File: src/rtl/uart_fifo_ctrl.sv
// ----------------------------------------------------------------------------
// uart_fifo_ctrl
//   Memory-mapped UART controller. CPU stores are queued in a TX FIFO and fed
//   to serialTX one byte at a time by a small FSM. Bytes from serialRX are
//   queued in an RX FIFO and popped when the CPU reads the UART word. An RX
//   overflow sets a sticky overrun flag.
//
// Ports
//   clk, rst          system clock; asynchronous active-high reset
//   sel, rd           UART word selected / CPU load strobe
//   wmask, wdata      CPU store byte mask and data
//   rdata             registered read data (status + RX head byte)
//   tx_data, txmit    byte and one-cycle start pulse to serialTX
//   tx_busy, tx_done  serialTX handshake
//   rx_data, rx_rcv   byte and byte-valid pulse from serialRX
//   rx_irq            RX FIFO non-empty and RX interrupt enabled
//
// Read layout: [7:0] RX head, [8] tx_ready, [9] rx_valid, [10] overrun,
//              [11] tx_idle, [12] rx_ie, [19:16] RX count (saturates at 15)
// ----------------------------------------------------------------------------
module uart_fifo_ctrl #(
  parameter int TX_DEPTH = 8,
  parameter int RX_DEPTH = 8
) (
  input  logic        clk,
  input  logic        rst,
  input  logic        sel,
  input  logic        rd,
  input  logic [3:0]  wmask,
  input  logic [31:0] wdata,
  output logic [31:0] rdata,
  output logic [7:0]  tx_data,
  output logic        txmit,
  input  logic        tx_busy,
  input  logic        tx_done,
  input  logic [7:0]  rx_data,
  input  logic        rx_rcv,
  output logic        rx_irq
);

  localparam int TX_AW = $clog2(TX_DEPTH);
  localparam int RX_AW = $clog2(RX_DEPTH);

  typedef enum logic [1:0] {
    S_IDLE,
    S_START,
    S_WAIT_BUSY,
    S_WAIT_DONE
  } state_t;

  state_t r_state;
  state_t w_next;

  logic [7:0]     r_tx_mem [TX_DEPTH];
  logic [TX_AW-1:0] r_tx_wr, r_tx_rd;
  logic [TX_AW:0]   r_tx_cnt;
  logic [7:0]     r_rx_mem [RX_DEPTH];
  logic [RX_AW-1:0] r_rx_wr, r_rx_rd;
  logic [RX_AW:0]   r_rx_cnt;

  logic        r_overrun;
  logic        r_rx_ie;
  logic [7:0]  r_tx_data;

  logic        w_tx_full, w_tx_empty, w_tx_push, w_tx_pop;
  logic        w_rx_full, w_rx_empty, w_rx_push, w_rx_pop, w_rx_ovf;
  logic        w_tx_idle;
  logic [7:0]  w_rx_head;
  logic [31:0] w_rx_cnt_ext;
  logic [3:0]  w_rx_cnt_sat;
  logic [31:0] w_status;
  logic        w_unused;

  assign w_tx_full  = (r_tx_cnt == (TX_AW+1)'(TX_DEPTH));
  assign w_tx_empty = (r_tx_cnt == '0);
  assign w_rx_full  = (r_rx_cnt == (RX_AW+1)'(RX_DEPTH));
  assign w_rx_empty = (r_rx_cnt == '0);

  // A write that lands while the FSM drains an entry still fits.
  assign w_tx_push = sel & wmask[0] & (~w_tx_full | w_tx_pop);
  assign w_rx_pop  = sel & rd & ~w_rx_empty;
  assign w_rx_push = rx_rcv & (~w_rx_full | w_rx_pop);
  assign w_rx_ovf  = rx_rcv & w_rx_full & ~w_rx_pop;

  // Byte lanes 1 and 2 and the unused control bits carry no function.
  assign w_unused = &{1'b0, wmask[2:1], wdata[23:8], wdata[31:26]};

  // NOTE: FIFO storage has no reset; the pointers and counts define validity,
  // so clearing the array would only add reset fan-out.
  always_ff @(posedge clk) begin
    if (w_tx_push) r_tx_mem[r_tx_wr] <= wdata[7:0];
    if (w_rx_push) r_rx_mem[r_rx_wr] <= rx_data;
  end

  // NOTE: sequential state uses non-blocking assignments so every register
  // samples the pre-edge values regardless of statement order.
  always_ff @(posedge clk or posedge rst) begin
    if (rst) begin
      r_tx_wr  <= '0;
      r_tx_rd  <= '0;
      r_tx_cnt <= '0;
      r_rx_wr  <= '0;
      r_rx_rd  <= '0;
      r_rx_cnt <= '0;
    end else begin
      // Depths are powers of two, so pointers wrap by natural overflow.
      if (w_tx_push) r_tx_wr <= r_tx_wr + 1'b1;
      if (w_tx_pop)  r_tx_rd <= r_tx_rd + 1'b1;
      case ({w_tx_push, w_tx_pop})
        2'b10:   r_tx_cnt <= r_tx_cnt + 1'b1;
        2'b01:   r_tx_cnt <= r_tx_cnt - 1'b1;
        default: r_tx_cnt <= r_tx_cnt;
      endcase
      if (w_rx_push) r_rx_wr <= r_rx_wr + 1'b1;
      if (w_rx_pop)  r_rx_rd <= r_rx_rd + 1'b1;
      case ({w_rx_push, w_rx_pop})
        2'b10:   r_rx_cnt <= r_rx_cnt + 1'b1;
        2'b01:   r_rx_cnt <= r_rx_cnt - 1'b1;
        default: r_rx_cnt <= r_rx_cnt;
      endcase
    end
  end

  // Control bits: a new overflow in the same cycle as a clear wins.
  always_ff @(posedge clk or posedge rst) begin
    if (rst) begin
      r_overrun <= 1'b0;
      r_rx_ie   <= 1'b0;
    end else begin
      if (sel & wmask[3]) begin
        r_rx_ie <= wdata[25];
        if (wdata[24]) r_overrun <= 1'b0;
      end
      if (w_rx_ovf) r_overrun <= 1'b1;
    end
  end

  // Status word, sampled before this cycle's pop.
  always_comb begin
    w_rx_head    = w_rx_empty ? 8'h00 : r_rx_mem[r_rx_rd];
    w_rx_cnt_ext = 32'(r_rx_cnt);
    w_rx_cnt_sat = (w_rx_cnt_ext > 32'd15) ? 4'hF : w_rx_cnt_ext[3:0];
    w_tx_idle    = w_tx_empty & (r_state == S_IDLE);
    w_status     = {12'h000, w_rx_cnt_sat, 3'b000, r_rx_ie, w_tx_idle,
                    r_overrun, ~w_rx_empty, ~w_tx_full, w_rx_head};
  end

  always_ff @(posedge clk or posedge rst) begin
    if (rst) rdata <= '0;
    else if (sel & rd) rdata <= w_status;
  end

  // TX sequencer
  always_ff @(posedge clk or posedge rst) begin
    if (rst) begin
      r_state   <= S_IDLE;
      r_tx_data <= 8'h00;
    end else begin
      r_state <= w_next;
      if (w_tx_pop) r_tx_data <= r_tx_mem[r_tx_rd];
    end
  end

  // NOTE: every output of this block gets a default first so no path can
  // leave it unassigned and infer a latch.
  always_comb begin
    w_next   = r_state;
    w_tx_pop = 1'b0;
    case (r_state)
      S_IDLE: begin
        if (~w_tx_empty) begin
          w_tx_pop = 1'b1;
          w_next   = S_START;
        end
      end
      S_START:     w_next = S_WAIT_BUSY;
      S_WAIT_BUSY: if (tx_busy) w_next = S_WAIT_DONE;
      // Leaving on !tx_busy as well guards against a missed done pulse.
      S_WAIT_DONE: if (tx_done | ~tx_busy) w_next = S_IDLE;
      default:     w_next = S_IDLE;
    endcase
  end

  assign txmit   = (r_state == S_START);
  assign tx_data = r_tx_data;
  assign rx_irq  = ~w_rx_empty & r_rx_ie;

endmodule

File: config.mk
export PLATFORM = sky130hd
export DESIGN_NAME = uart_fifo_ctrl
export DESIGN_NICKNAME = d
export VERILOG_FILES = /design/src/rtl/uart_fifo_ctrl.sv
export SDC_FILE = /design/constraint.sdc
export NUM_CORES = 1
export LEC_CHECK = 0
export ABC_AREA = 0
export CELL_PAD_IN_SITES_DETAIL_PLACEMENT = 0
export CELL_PAD_IN_SITES_GLOBAL_PLACEMENT = 1
export CORE_ASPECT_RATIO = 0.9
export CORE_UTILIZATION = 37
export DETAILED_ROUTE_END_ITERATION = 8
export DONT_BUFFER_PORTS = 1
export PLACE_DENSITY = 0.63
export SYNTH_ARGS = -nofsm -noshare
export SYNTH_HDL_FRONTEND = slang
export SYNTH_SLANG_ARGS = --single-unit
File: constraint.sdc
create_clock -name clk -period 5.9 [get_ports clk]
set_input_delay 0.59 -clock clk [delete_from_list [all_inputs] [get_ports clk]]
set_output_delay 0.59 -clock clk [all_outputs]
set_load 0.05 [all_outputs]
; ---- Word level (Yosys, flattened, before mapping)
; Memories as Yosys holds them, arrays and structs flattened. A register that Yosys moved wholly into a read port is not among the register bits.
; Cells that the tools add are included.
[word_totals]
latchBits = 0
wordCells = 75
memories = 2
in_bits = 51
regBits = 41
romBits = 0
ram_bits = 128
[memory_table]
columns = name, words, width, read_ports, rd_clocked_by_memory_dff, wr, line_no
row1 = r_rx_mem, 8, 8, 1, 0, 1, 57  ; logic [7:0] r_rx_mem [RX_DEPTH];
row2 = r_tx_mem, 8, 8, 1, 1, 1, 54  ; logic [7:0] r_tx_mem [TX_DEPTH];
[classes]
bitwise = 18
eq_ne = 12
n_addsub = 8
n_div = 0
n_reduce_logical = 9
n_mul = 0
order_cmp = 0
n_shift = 0
n_mux = 16
[op_table]
columns = op, count
row1 = $pmux W4 S2, 2
row2 = $add A3 B1 Y3 const B, 4
row3 = $and A1 B1 Y1, 10
row4 = $mux W1, 9
row5 = $add A4 B1 Y4 const B, 2
row6 = $eq A2 B2 Y1 const B, 4
row7 = $eq A4 B4 Y1 const B, 2
row8 = $logic_not A4 Y1, 2
row9 = $mux W8, 1
row10 = $pmux W2 S4, 1
row11 = $reduce_bool A2 Y1, 4
row12 = $sub A4 B1 Y4 const B, 2
row13 = $eq A2 B1 Y1 const B, 3
row14 = $mux W2, 3
row15 = $ne A2 B2 Y1 const B, 3
row16 = $not A1 Y1, 5
row17 = $or A1 B1 Y1, 3
row18 = $reduce_and A3 Y1, 1
row19 = $logic_not A2 Y1, 1
row20 = $reduce_and A2 Y1, 1

; ---- Logic depth before layout (Yosys ltp)
; Gate-level depths: netlist of the first run.
[depth]
word_depth = 7
mapped_depth = 12

; ---- Least setup slack after synthesis of the first run
; OpenSTA, ideal clock, no wires.
[synth_path]
path_type = input-to-reg
start = in sel
end = reg r_rx_cnt[3]
path_buffers = 1
setup_slack_ns = 3.426
required_ns = 5.775
arrival_ns = 2.348
stages = 10
cell_sequence = buf_4 > nand2_2 > or2_2 > inv_1 > ha_1 > ha_1 > a21o_1 > a2111oi_0 > nand4b_1 > nand3_1
[synth_between]
elab_chain_cells = 6
word_cells_on_any_way = 8
[synth_rtl]
columns = element, line_no
row1 = "start, declared", 27  ; input logic sel,
row2 = $and A1 B1 Y1 (*) (2 in series), 81  ; assign w_rx_pop = sel & rd & ~w_rx_empty;
row3 = $or A1 B1 Y1, 82  ; assign w_rx_push = rx_rcv & (~w_rx_full | w_rx_pop);
row4 = $and A1 B1 Y1, 82
row5 = $eq A2 B1 Y1 / $eq A2 B2 Y1 (equally long branches), 116  ; case ({w_rx_push, w_rx_pop})
row6 = $pmux W4 S2 / $reduce_bool A2 Y1 (equally long branches), --
row7 = "end signal, assigned", 117  ; 2'b10: r_rx_cnt <= r_rx_cnt + 1'b1;
row8 = "end signal, assigned", 118  ; 2'b01: r_rx_cnt <= r_rx_cnt - 1'b1;
row9 = "end signal, assigned", 119  ; default: r_rx_cnt <= r_rx_cnt;
row10 = "end, declared", 59  ; logic [RX_AW:0] r_rx_cnt;
; Every way passes the cells marked *; elsewhere a longest branch is shown, timed or not.
; A chain may end at the register's enable or synchronous reset.

; ---- Worst setup path after layout of the first run
[layout_path]
start = reg r_rx_cnt[0]
end = reg r_rx_cnt[3]
[layout_between]
elab_chain_cells = 7
word_cells_on_any_way = 13
[layout_rtl]
columns = element, line_no
row1 = $logic_not A4 Y1, 77  ; assign w_rx_empty = (r_rx_cnt == '0);
row2 = $not A1 Y1, 81
row3 = $and A1 B1 Y1, 81
row4 = $or A1 B1 Y1, 82
row5 = $and A1 B1 Y1, 82
row6 = $eq A2 B1 Y1 / $eq A2 B2 Y1 (equally long branches), 116
row7 = $pmux W4 S2 / $reduce_bool A2 Y1 (equally long branches), --
; Several ways; a longest one is shown, not always the timed one.

==> results of run 1 <==
-- state kept, by name, summed over array words and instances (netlist names) --
register and cells:
r_tx_wr 3, r_tx_mem 64, rdata 17, r_rx_ie 1, r_rx_cnt 4, r_overrun 1
r_rx_wr 3, r_rx_mem 64, tx_data 8, r_rx_rd 3, r_tx_cnt 4, r_state 2
r_tx_rd 3
-- placed cells by master (no fill, tap or decap), drive strengths merged, types with 9 or more instances in the layout --
cell,instances
o21ai,15
inv,19
ha,14
mux2,41
buf,13
nor2,17
nand3,9
nand2,45
xnor2,11
mux2i,17
dfrtp,49
edfxtp,128
conb,15
clkbuf,17
o22ai,17
-- Yosys cell counts (3+ instances only) --
master and n:
edfxtp_1 128, dfrtp_1 49, nand2_1 44, mux2_2 41
buf_4 19, mux2i_1 17, nor2_1 17, o22ai_1 17
ha_1 14, xnor2_1 11, inv_1 9, a221o_1 8
mux4_2 8, nand3_1 8, nor3_1 8, o31ai_1 8
o21ai_0 7, o21ai_1 7, clkbuf_1 6, nand2b_1 6
buf_6 5, nor3b_1 5, xor2_1 4, buf_1 3
nor4_1 3
-- stage by stage --
stage,instances,instance area [sq um]
2_1_floorplan,493,7470
3_3_place_gp,719,7600
3_5_place_dp,719,7600
4_1_cts,750,8160
5_1_grt,750,8160
6_report,750,8160
-- final cells by class --
type,count,area [sq um],area share (%)
clock buffer,17,425,5.21
inverter,10,37.5,0.460
clock inverter,14,143,1.75
timing repair buffer,13,97.6,1.20
tap,250,313,3.83
multi-input combinational,269,2080,25.5
sequential,177,5070,62.1
-- how the worst min path moves through the flow --
stage / slack, ps / end / startpoint
finish: 250 / r_rx_mem[2][2] / rx_data[2]
global route: 220 / r_rx_mem[3][2] / rx_data[2]
CTS: 230 / r_rx_mem[3][2] / rx_data[2]
detailed placement: 490 / r_overrun / r_overrun
global placement: 480 / r_overrun / r_overrun
floorplan: 440 / r_overrun / r_overrun
-- logic make-up (layout without fill, tap and decap cells) --
kind of cell | Yosys count | after routing | synth area share, %
flip-flops | 177 | 177 | 68.4
AND/OR/NAND/NOR | 103 | 103 | 6.80
multiplexers | 66 | 66 | 10.9
AO/OA/AOI/OAI | 55 | 55 | 5.11
buffers and inverters | 47 | 54 | 4.32
adder cells (fa/ha/maj) | 15 | 15 | 2.63
XOR/XNOR | 15 | 15 | 1.77
other | 1 | 15 | 0.0506
-- power breakdown --
part | switching, mW | leakage, nW | internal, mW
sequential | 0.475 | 1.75 | 1.60
clock | 0.495 | 0.276 | 0.593
combinational | 0.597 | 0.943 | 0.498
total | 1.57 | 2.97 | 2.69
-- routing by layer --
layer	vias to the layer above	global-route usage [%]
li1	1788	-
met1	1875	17.0
met2	66	24.5
met4	0	5.17
met5	-	0
met3	20	5.20
-- critical path, delay by kind of cell, from the launching register on --
kind | cells | cell delay [ps]
flip-flops | 1 | 430
adder cells (fa/ha/maj) | 2 | 540
buffers and inverters | 1 | 130
AO/OA/AOI/OAI | 2 | 590
AND/OR/NAND/NOR | 4 | 1030
==> impl_metrics.env, run 1 <==
export IMPL_clk_insertion_delay_late_ps=430
export IMPL_top_layer_used="met4"
export IMPL_critPathLaunch="r_rx_cnt[0]"
export IMPL_final_period_utilization_pct=48.3
export IMPL_grt_util_all_layers_pct=14.5
export IMPL_routed_wirelength_um=13700
export IMPL_crit_path_max_incr_delay_ps=430
export IMPL_reg2reg_setup_slack_ps=3050
export IMPL_cellLeakagePower_nw=2.97
export IMPL_core_rowCount=48
export IMPL_global_route_wire_length_before_repair_um=21400
export IMPL_report_final_setup_viol=0
export IMPL_worstSetupPathType="reg -> reg"
export IMPL_cts_hold_buffers=0
export IMPL_synth_yosys_warnings=0
export IMPL_fp_dieH_um=136
export IMPL_worstPathArrival_ps=3160
export IMPL_grt_setup_unrepaired="no"
export IMPL_io_port_bufs=0
export IMPL_r2r_start="r_rx_cnt[0]"
export IMPL_path_max_fanout=12
export IMPL_fp_dieW_um=151
export IMPL_netlist_top_cell_by_area="edfxtp_1"
export IMPL_holdPathStages=0
export IMPL_layout_core_utilization_pct=42.1
export IMPL_synth_top_cell_area_share_pct=51.8
export IMPL_h_tree_lvls=4
export IMPL_grt_antenna_before_repair=0
export IMPL_drv_slew=0
export IMPL_routedWlPerCell_um=18.3
export IMPL_final_fill_count=1728
export IMPL_total_power_mw=4.25
export IMPL_num_antenna_cells=0
export IMPL_final_nets=554
export IMPL_finalWeightedCongestion=0.732
export IMPL_critical_path_startpoint_type="flop"
export IMPL_power_per_cell_area_nw_per_um2=521
export IMPL_dpl_worst_slack_ps=2830
export IMPL_post_route_cells_drive_above_1_share_pct=20.0
export IMPL_postSynth_asyncResetShare_pct=27.7
export IMPL_detail_route_antenna_nets=0
export IMPL_tritoncts="yes"
export IMPL_syn_avg_cell_area_sq_um=15.5
export IMPL_via_count_of_the_first_global_routing_pass=3805
export IMPL_max_clock_freq_mhz=351
export IMPL_global_route_overflow_total=0
export IMPL_detail_route_first_pass_iterations=5
export IMPL_synth_main_ff_cell="edfxtp_1"
export IMPL_maxSlewHeadroom_pct=15.2
export IMPL_setup_tns_final_ps=0
export IMPL_synth_area_top_cells="edfxtp_1 52%, dfrtp_1 17%, mux2_2 6.2%, mux4_2 2.4%, ha_1 2.4%"
export IMPL_crit_reg2reg_capture="r_rx_cnt[3]"
export IMPL_grt_max_degree=50
export IMPL_maximum_capacitance_violations=0
export IMPL_cts_resized_gates=0
export IMPL_syn_area_sq_um=7420
export IMPL_routed_via_density=5.00
export IMPL_min_period_ps=2850
export IMPL_tightest_slew_ps=1260
export IMPL_route_met2_wl_um=6900
export IMPL_ys_seq_elements=177
export IMPL_synth_seq_area_share_pct=68.4
export IMPL_initial_core_util_pct=38.2
export IMPL_route_met3_wl_um=742
export IMPL_postLayoutSetupSlackWorst_ps=3050
export IMPL_core_area_sq_um=19400
export IMPL_cts_clk_slew_worst_paths_ps=70
export IMPL_vias=3749
export IMPL_timing_critical_path_cells="nor4_1 > or2_2 > inv_1 > ha_1 > ha_1 > a21o_1 > a2111oi_0 > nand4b_1 > nand3_1"
export IMPL_synthCells=479
export IMPL_count_of_flip_flops_with_a_built_in_enable_after_synthesis=128
export IMPL_peakVddDrop_uv=216
export IMPL_fin_worst_skew_ps=6.38
export IMPL_finalHoldWorstSlack_ps=246
export IMPL_dp_final_hpwl_um=8990
export IMPL_cts_root_buffer="clkbuf_16"
export IMPL_io_pins=93
export IMPL_post_cts_repair_setup_buffers=0
export IMPL_drt_iter0_drc=255
export IMPL_status="finished clean"
export IMPL_timing_critical_path_to_type="flop"
export IMPL_m1WireLength_um=5860
export IMPL_die_area_sq_um=20600
export IMPL_hold_viol_final=0
export IMPL_critical_path_slowest_cell="dfrtp_1"
export IMPL_timing_critical_path_to="r_rx_cnt[3]"
export IMPL_area_growth_syn_to_layout_pct=10.1
export IMPL_crit_top_cell="ha_1"
export IMPL_hp_class="in -> reg"
export IMPL_clkSinkCount=177
export IMPL_worst_r2r_path_depth=9
export IMPL_required_ps=6220
export IMPL_synthDistinctLibCells=47
export IMPL_drcViolationCount=0
export IMPL_cts_buffers_inserted=17
export IMPL_cts_path_max_buffers=2
No activity file was read; power rests on OpenSTA's default activity.
==> inputs of run 2 (changes only) <==
Settings changed: PLACE_DENSITY 0.63 to 0.65.
Clock period 5.9 ns to 2.3 ns, I/O delays scaled along.
==> run 2 against run 1 <==
Against the previous run: hold slack worse by 230 ps; routed wire length is 5.8% higher; final cell count is 8.3% higher; via count is 6.1% higher; total power grew to 2.7 times the previous value; clock skew is 2.1 ps higher; first-iteration DRC count is 4.3% lower; global-route usage is 0.60 points higher; sequential power grew to 2.5 times the previous value; clock power grew to 2.7 times the previous value; die area stayed put.
==> impl_metrics.env, run 2 (synthesis gave the netlist of run 1 again) <==
export IMPL_status="finished clean"
export IMPL_clk_insertion_delay_late_ps=430
export IMPL_layout_cells_non_filler=812
export IMPL_final_nets=615
export IMPL_global_route_overflow_total=0
export IMPL_grt_setup_unrepaired="yes"
export IMPL_routedWlPerCell_um=17.9
export IMPL_drt_iter0_drc=244
export IMPL_maximum_capacitance_violations=0
export IMPL_min_period_ps=2240
export IMPL_detail_route_first_pass_iterations=4
export IMPL_drv_slew=0
export IMPL_finalWeightedCongestion=0.738
export IMPL_detail_route_antenna_nets=0
export IMPL_via_count_of_the_first_global_routing_pass=4208
export IMPL_worstPathArrival_ps=2550
export IMPL_stdcell_area_sq_um=8810
export IMPL_layout_core_utilization_pct=45.4
export IMPL_crit_family="simple AND/OR/NAND/NOR gates"
export IMPL_grt_util_all_layers_pct=15.1
export IMPL_cts_root_buffer="clkbuf_16"
export IMPL_core_area_sq_um=19400
export IMPL_final_fill_count=1700
export IMPL_critical_path_startpoint_type="flop"
export IMPL_hp_class="in -> reg"
export IMPL_layout_cells_most_common="edfxtp_1"
export IMPL_regArea_sq_um=5070
export IMPL_tightest_slew_ps=834
export IMPL_timing_critical_path_cells="nor4_4 > or2_4 > inv_1 > ha_2 > buf_4 > ha_4 > a2111oi_2 > nand4b_1 > nand3_1"
export IMPL_vias=3978
export IMPL_maxSlewHeadroom_pct=44.2
export IMPL_initial_core_util_pct=38.2
export IMPL_die_area_sq_um=20600
export IMPL_worstSetupPathType="reg -> reg"
export IMPL_grt_max_degree=23
export IMPL_core_rowCount=48
export IMPL_tritoncts="yes"
export IMPL_cellLeakagePower_nw=3.28
export IMPL_fp_dieH_um=136
export IMPL_required_ps=2610
export IMPL_detailed_place_area_sq_um=7820
export IMPL_dpl_worst_slack_ps=-85.1
export IMPL_io_pins=93
export IMPL_multi_input_gate_area_in_the_final_layout_sq_um=2160
export IMPL_drcViolationCount=0
export IMPL_cp_num_buf_inv=2
export IMPL_fp_dieW_um=151
export IMPL_cts_clk_slew_worst_paths_ps=70
export IMPL_h_tree_lvls=4
export IMPL_report_final_setup_viol=0
export IMPL_power_per_cell_area_nw_per_um2=1330
export IMPL_reg_largest_list="r_rx_mem (64), r_tx_mem (64), rdata (17)"
export IMPL_num_antenna_cells=0
export IMPL_post_route_cells_drive_above_1_share_pct=27.2
export IMPL_critical_path_slowest_cell="dfrtp_1"
export IMPL_grt_antenna_before_repair=0
export IMPL_fin_worst_skew_ps=8.51
export IMPL_reg2reg_setup_slack_ps=60
export IMPL_peakVddDrop_uv=748
export IMPL_max_clock_freq_mhz=446
export IMPL_final_period_utilization_pct=97.6
export IMPL_hold_viol_final=0
export IMPL_postLayoutSetupSlackWorst_ps=55.9
export IMPL_crit_path_max_incr_delay_ps=430
export IMPL_area_growth_syn_to_layout_pct=18.7
export IMPL_place_detailed_instances=749
export IMPL_mostFrequentLayoutCells="128 x edfxtp_1, 52 x buf_4, 49 x dfrtp_1, 44 x nand2_1, 41 x mux2_2"
export IMPL_cts_path_max_buffers=2
export IMPL_path_max_fanout=4
export IMPL_timing_critical_path_to_type="flop"
export IMPL_cts_buffers_inserted=17
export IMPL_clkSinkCount=177
export IMPL_global_route_wire_length_before_repair_um=22600
export IMPL_routed_via_density=4.90
export IMPL_routed_wirelength_um=14500
export IMPL_dp_final_hpwl_um=9620
export IMPL_io_port_bufs=0
run 2: repair_timing:
action / in CTS / in global routing
gates resized for setup: 6 / 11
endpoints found under the setup margin: 9 / 16
endpoints found under the hold margin: 149 / 0
hold buffers: 21 / 0
pin swaps: 3 / 8
buffers inserted: 6 / 5
run 2: per-layer routing:
metal | global-route usage, % | share of wire (%) | vias to the layer above
li1 | - | - | 1917
met1 | 18.2 | 44 | 1975
met2 | 25.8 | 51 | 75
met3 | 4.19 | 4.0 | 11
met4 | 5.33 | 0.93 | 0
met5 | 0 | 0 | -
run 2: layout make-up:
cell class                 count  area share [%]
tap                          250            3.55
multi-input combinational    269            24.5
sequential                   177            57.6
clock buffer                  17            4.83
timing repair buffer          74            6.95
inverter                      10           0.426
clock inverter                15            2.16
run 2: worst paths after layout:
path / endpoint / cells past startpoint / startpoint
worst max-delay path: r_rx_cnt[3] / 9 / r_rx_cnt[3]
max in group asynchronous: rdata[5] / 3 / rst
min in group asynchronous: rdata[17] / 2 / rst
worst min register to register: r_overrun / 2 / r_overrun
worst max register to register: r_rx_cnt[3] / 9 / r_rx_cnt[3]
worst min-delay path: r_rx_ie / 2 / sel
run 2: report_power, final:
| part | internal (mW) | switching [mW] | leakage (nW) | total, mW |
|---|---|---|---|---|
| clock | 1.66 | 1.32 | 0.300 | 2.98 |
| sequential | 4.09 | 1.17 | 1.75 | 5.26 |
| combinational | 1.65 | 1.79 | 1.23 | 3.43 |
run 2: through the flow:
stage / TNS (ps) / hold slack [ps] / power [mW]
finish: 0 / 16.8 / 11.7
global route: -56.2 / 13.5 / 12.3
CTS: 0 / 0.668 / 11.7
detailed placement: -758 / 136 / 8.57
global placement: -0.960 / 128 / 8.43
floorplan: 0 / 329 / 7.72
==> inputs of run 3 (changes only) <==
Settings changed: PLACE_DENSITY 0.65 to 0.61.
==> run 3 against run 2 <==
Against the previous run: maximum frequency rose by 3.3%; die area stayed put; first-iteration DRC count increased by 0.82%; sequential share of layout area rose by 0.098 points; combinational power shrank 1%; clock power is 3% higher; critical path depth is the same; largest power group unchanged; critical path type unchanged.
==> impl_metrics.env, run 3 (synthesis gave the netlist of run 1 again) <==
export IMPL_dp_final_hpwl_um=9460
export IMPL_comb_power_share_pct=28.9
export IMPL_global_route_overflow_total=0
export IMPL_final_nets=604
export IMPL_routedWlPerCell_um=18.1
export IMPL_worstPathArrival_ps=2480
export IMPL_io_port_bufs=0
export IMPL_path_max_fanout=3
export IMPL_via_count_of_the_first_global_routing_pass=4116
export IMPL_die_area_sq_um=20600
export IMPL_hp_class="in -> reg"
export IMPL_clkSinkCount=177
export IMPL_setup_tns_final_ps=0
export IMPL_postLayoutSetupSlackWorst_ps=127
export IMPL_layout_cells_most_common="edfxtp_1"
export IMPL_cts_path_max_buffers=2
export IMPL_hold_viol_final=0
export IMPL_internal_mw=7.49
export IMPL_grt_util_all_layers_pct=15.1
export IMPL_tightest_slew_ps=866
export IMPL_area_growth_syn_to_layout_pct=18.5
export IMPL_fp_dieH_um=136
export IMPL_peakVddDrop_uv=579
export IMPL_worst_r2r_path_depth=9
export IMPL_power_share_sequential_pct=44.8
export IMPL_drcViolationCount=0
export IMPL_detailed_place_area_sq_um=7800
export IMPL_stdcell_area_sq_um=8790
export IMPL_reg2reg_setup_slack_ps=130
export IMPL_report_final_setup_viol=0
export IMPL_drt_iter0_drc=246
export IMPL_grt_antenna_before_repair=1
export IMPL_worstSetupPathType="reg -> reg"
export IMPL_timing_critical_path_to="r_rx_cnt[3]"
export IMPL_critPathLaunch="r_rx_cnt[3]"
export IMPL_status="finished clean"
export IMPL_power_frac_clock_pct=26.3
export IMPL_tritoncts="yes"
export IMPL_crit_reg2reg_capture="r_rx_cnt[3]"
export IMPL_routed_via_density=4.98
export IMPL_drv_slew=0
export IMPL_critical_path_startpoint_type="flop"
export IMPL_fin_worst_skew_ps=16.4
export IMPL_critical_path_slowest_cell="dfrtp_1"
export IMPL_post_route_cells_drive_above_1_share_pct=25.4
export IMPL_grt_max_degree=36
export IMPL_max_clock_freq_mhz=460
export IMPL_cts_buffers_inserted=17
export IMPL_reg_largest_list="r_rx_mem (64), r_tx_mem (64), rdata (17)"
export IMPL_total_switching_power_mw=4.25
export IMPL_dpl_worst_slack_ps=-88.0
export IMPL_mostFrequentLayoutCells="128 x edfxtp_1, 49 x dfrtp_1, 44 x nand2_1, 41 x mux2_2, 40 x buf_4"
export IMPL_fp_dieW_um=151
export IMPL_layout_cells_non_filler=802
export IMPL_cellLeakagePower_nw=3.26
export IMPL_core_area_sq_um=19400
export IMPL_maximum_capacitance_violations=0
export IMPL_vias=3995
export IMPL_io_pins=93
export IMPL_maxSlewHeadroom_pct=42.0
export IMPL_initial_core_util_pct=38.2
export IMPL_detail_route_antenna_nets=0
export IMPL_final_period_utilization_pct=94.5
export IMPL_layout_core_utilization_pct=45.3
export IMPL_holdPathStages=2
export IMPL_timing_critical_path_cells="nor4_4 > or2_4 > inv_2 > ha_4 > ha_1 > a21o_1 > a2111oi_2 > nand4b_1 > nand3_1"
export IMPL_cts_root_buffer="clkbuf_16"
export IMPL_core_rowCount=48
export IMPL_required_ps=2610
export IMPL_r2r_start="r_rx_cnt[3]"
export IMPL_crit_path_max_incr_delay_ps=410
export IMPL_power_per_cell_area_nw_per_um2=1330
export IMPL_clk_insertion_delay_late_ps=420
export IMPL_finalWeightedCongestion=0.747
export IMPL_cts_clk_slew_worst_paths_ps=70
export IMPL_min_period_ps=2170
export IMPL_h_tree_lvls=4
export IMPL_routed_wirelength_um=14500
export IMPL_timing_critical_path_to_type="flop"
export IMPL_place_detailed_instances=743
export IMPL_global_route_wire_length_before_repair_um=22500
export IMPL_p_sw_share_pct=36.2
export IMPL_detail_route_first_pass_iterations=4
-- run 3: cell types whose count changed in the layout (fill, tap and decap cells not counted), moves of 2 or more --
| cell | before | now |
|---|---|---|
| buf_12 | 0 | 2 |
| buf_4 | 52 | 40 |
| clkinv_8 | 1 | 3 |
| inv_6 | 5 | 2 |
| nor3_1 | 5 | 7 |
| nor3_2 | 3 | 1 |
-- run 3: through the flow --
| stage | hold WS (ps) | total power, mW |
|---|---|---|
| after floorplan | 329 | 7.72 |
| after global placement | 91.3 | 8.44 |
| after detailed placement | 96.5 | 8.55 |
| after CTS | 0.590 | 11.7 |
| after global routing | 21.0 | 12.4 |
| final | 17.2 | 11.7 |
-- run 3: power groups by stage --
stage | logic, mW | registers [mW] | clock network (mW)
4_1_cts | 3.31 | 5.25 | 3.14
3_5_place_dp | 3.23 | 5.32 | 0
6_report | 3.39 | 5.26 | 3.08
3_3_place_gp | 3.16 | 5.28 | 0
2_1_floorplan | 2.57 | 5.14 | 0
5_1_grt | 3.75 | 5.35 | 3.28
-- run 3: critical path: cells and delay by family (launching register included) --
family	cells	cell delay, ps
adders and majority gates	2	410
buffers and inverters	1	40
DFF	1	410
AOI/OAI and AO/OA	2	490
and+or+nand+nor	4	710
-- run 3: how the worst min path moves through the flow --
| stage | from | end | slack, ps |
|---|---|---|---|
| CTS | sel | r_rx_ie | 0.6 |
| global route | sel | r_rx_ie | 20 |
| detailed placement | rst | r_rx_ie | 100 |
| global placement | rst | r_rx_ie | 90 |
| floorplan | rx_data[0] | r_rx_mem[0][0] | 330 |
| finish | sel | r_rx_ie | 20 |
-- run 3: area by class of cell --
type / count / area (sq um)
fillers: 1704 / 10600
flip-flops and latches: 177 / 5070
multi-input cells: 269 / 2170
repair buffers: 63 / 551
clock buffers: 17 / 425
well taps: 250 / 313
clock inverters: 15 / 220
inverters: 10 / 37.5
diodes: 1 / 2.50
-- run 3: metal layers --
layer | GRT usage [%] | share of wire [%] | wire length (um)
met5 | 0 | 0 | 0
met4 | 5.11 | 1.3 | 187
met3 | 3.96 | 3.8 | 544
met2 | 26.3 | 52 | 7560
met1 | 18.0 | 43 | 6200
-- run 3: timing repair --
action | 4_1_cts | 5_1_grt
buffers inserted | 0 | 5
pin swaps | 0 | 6
endpoints found under the hold margin | 146 | 0
hold buffers | 21 | 0
setup endpoints to repair | 16 | 3
gates cloned | 0 | 0
resized for setup | 5 | 12
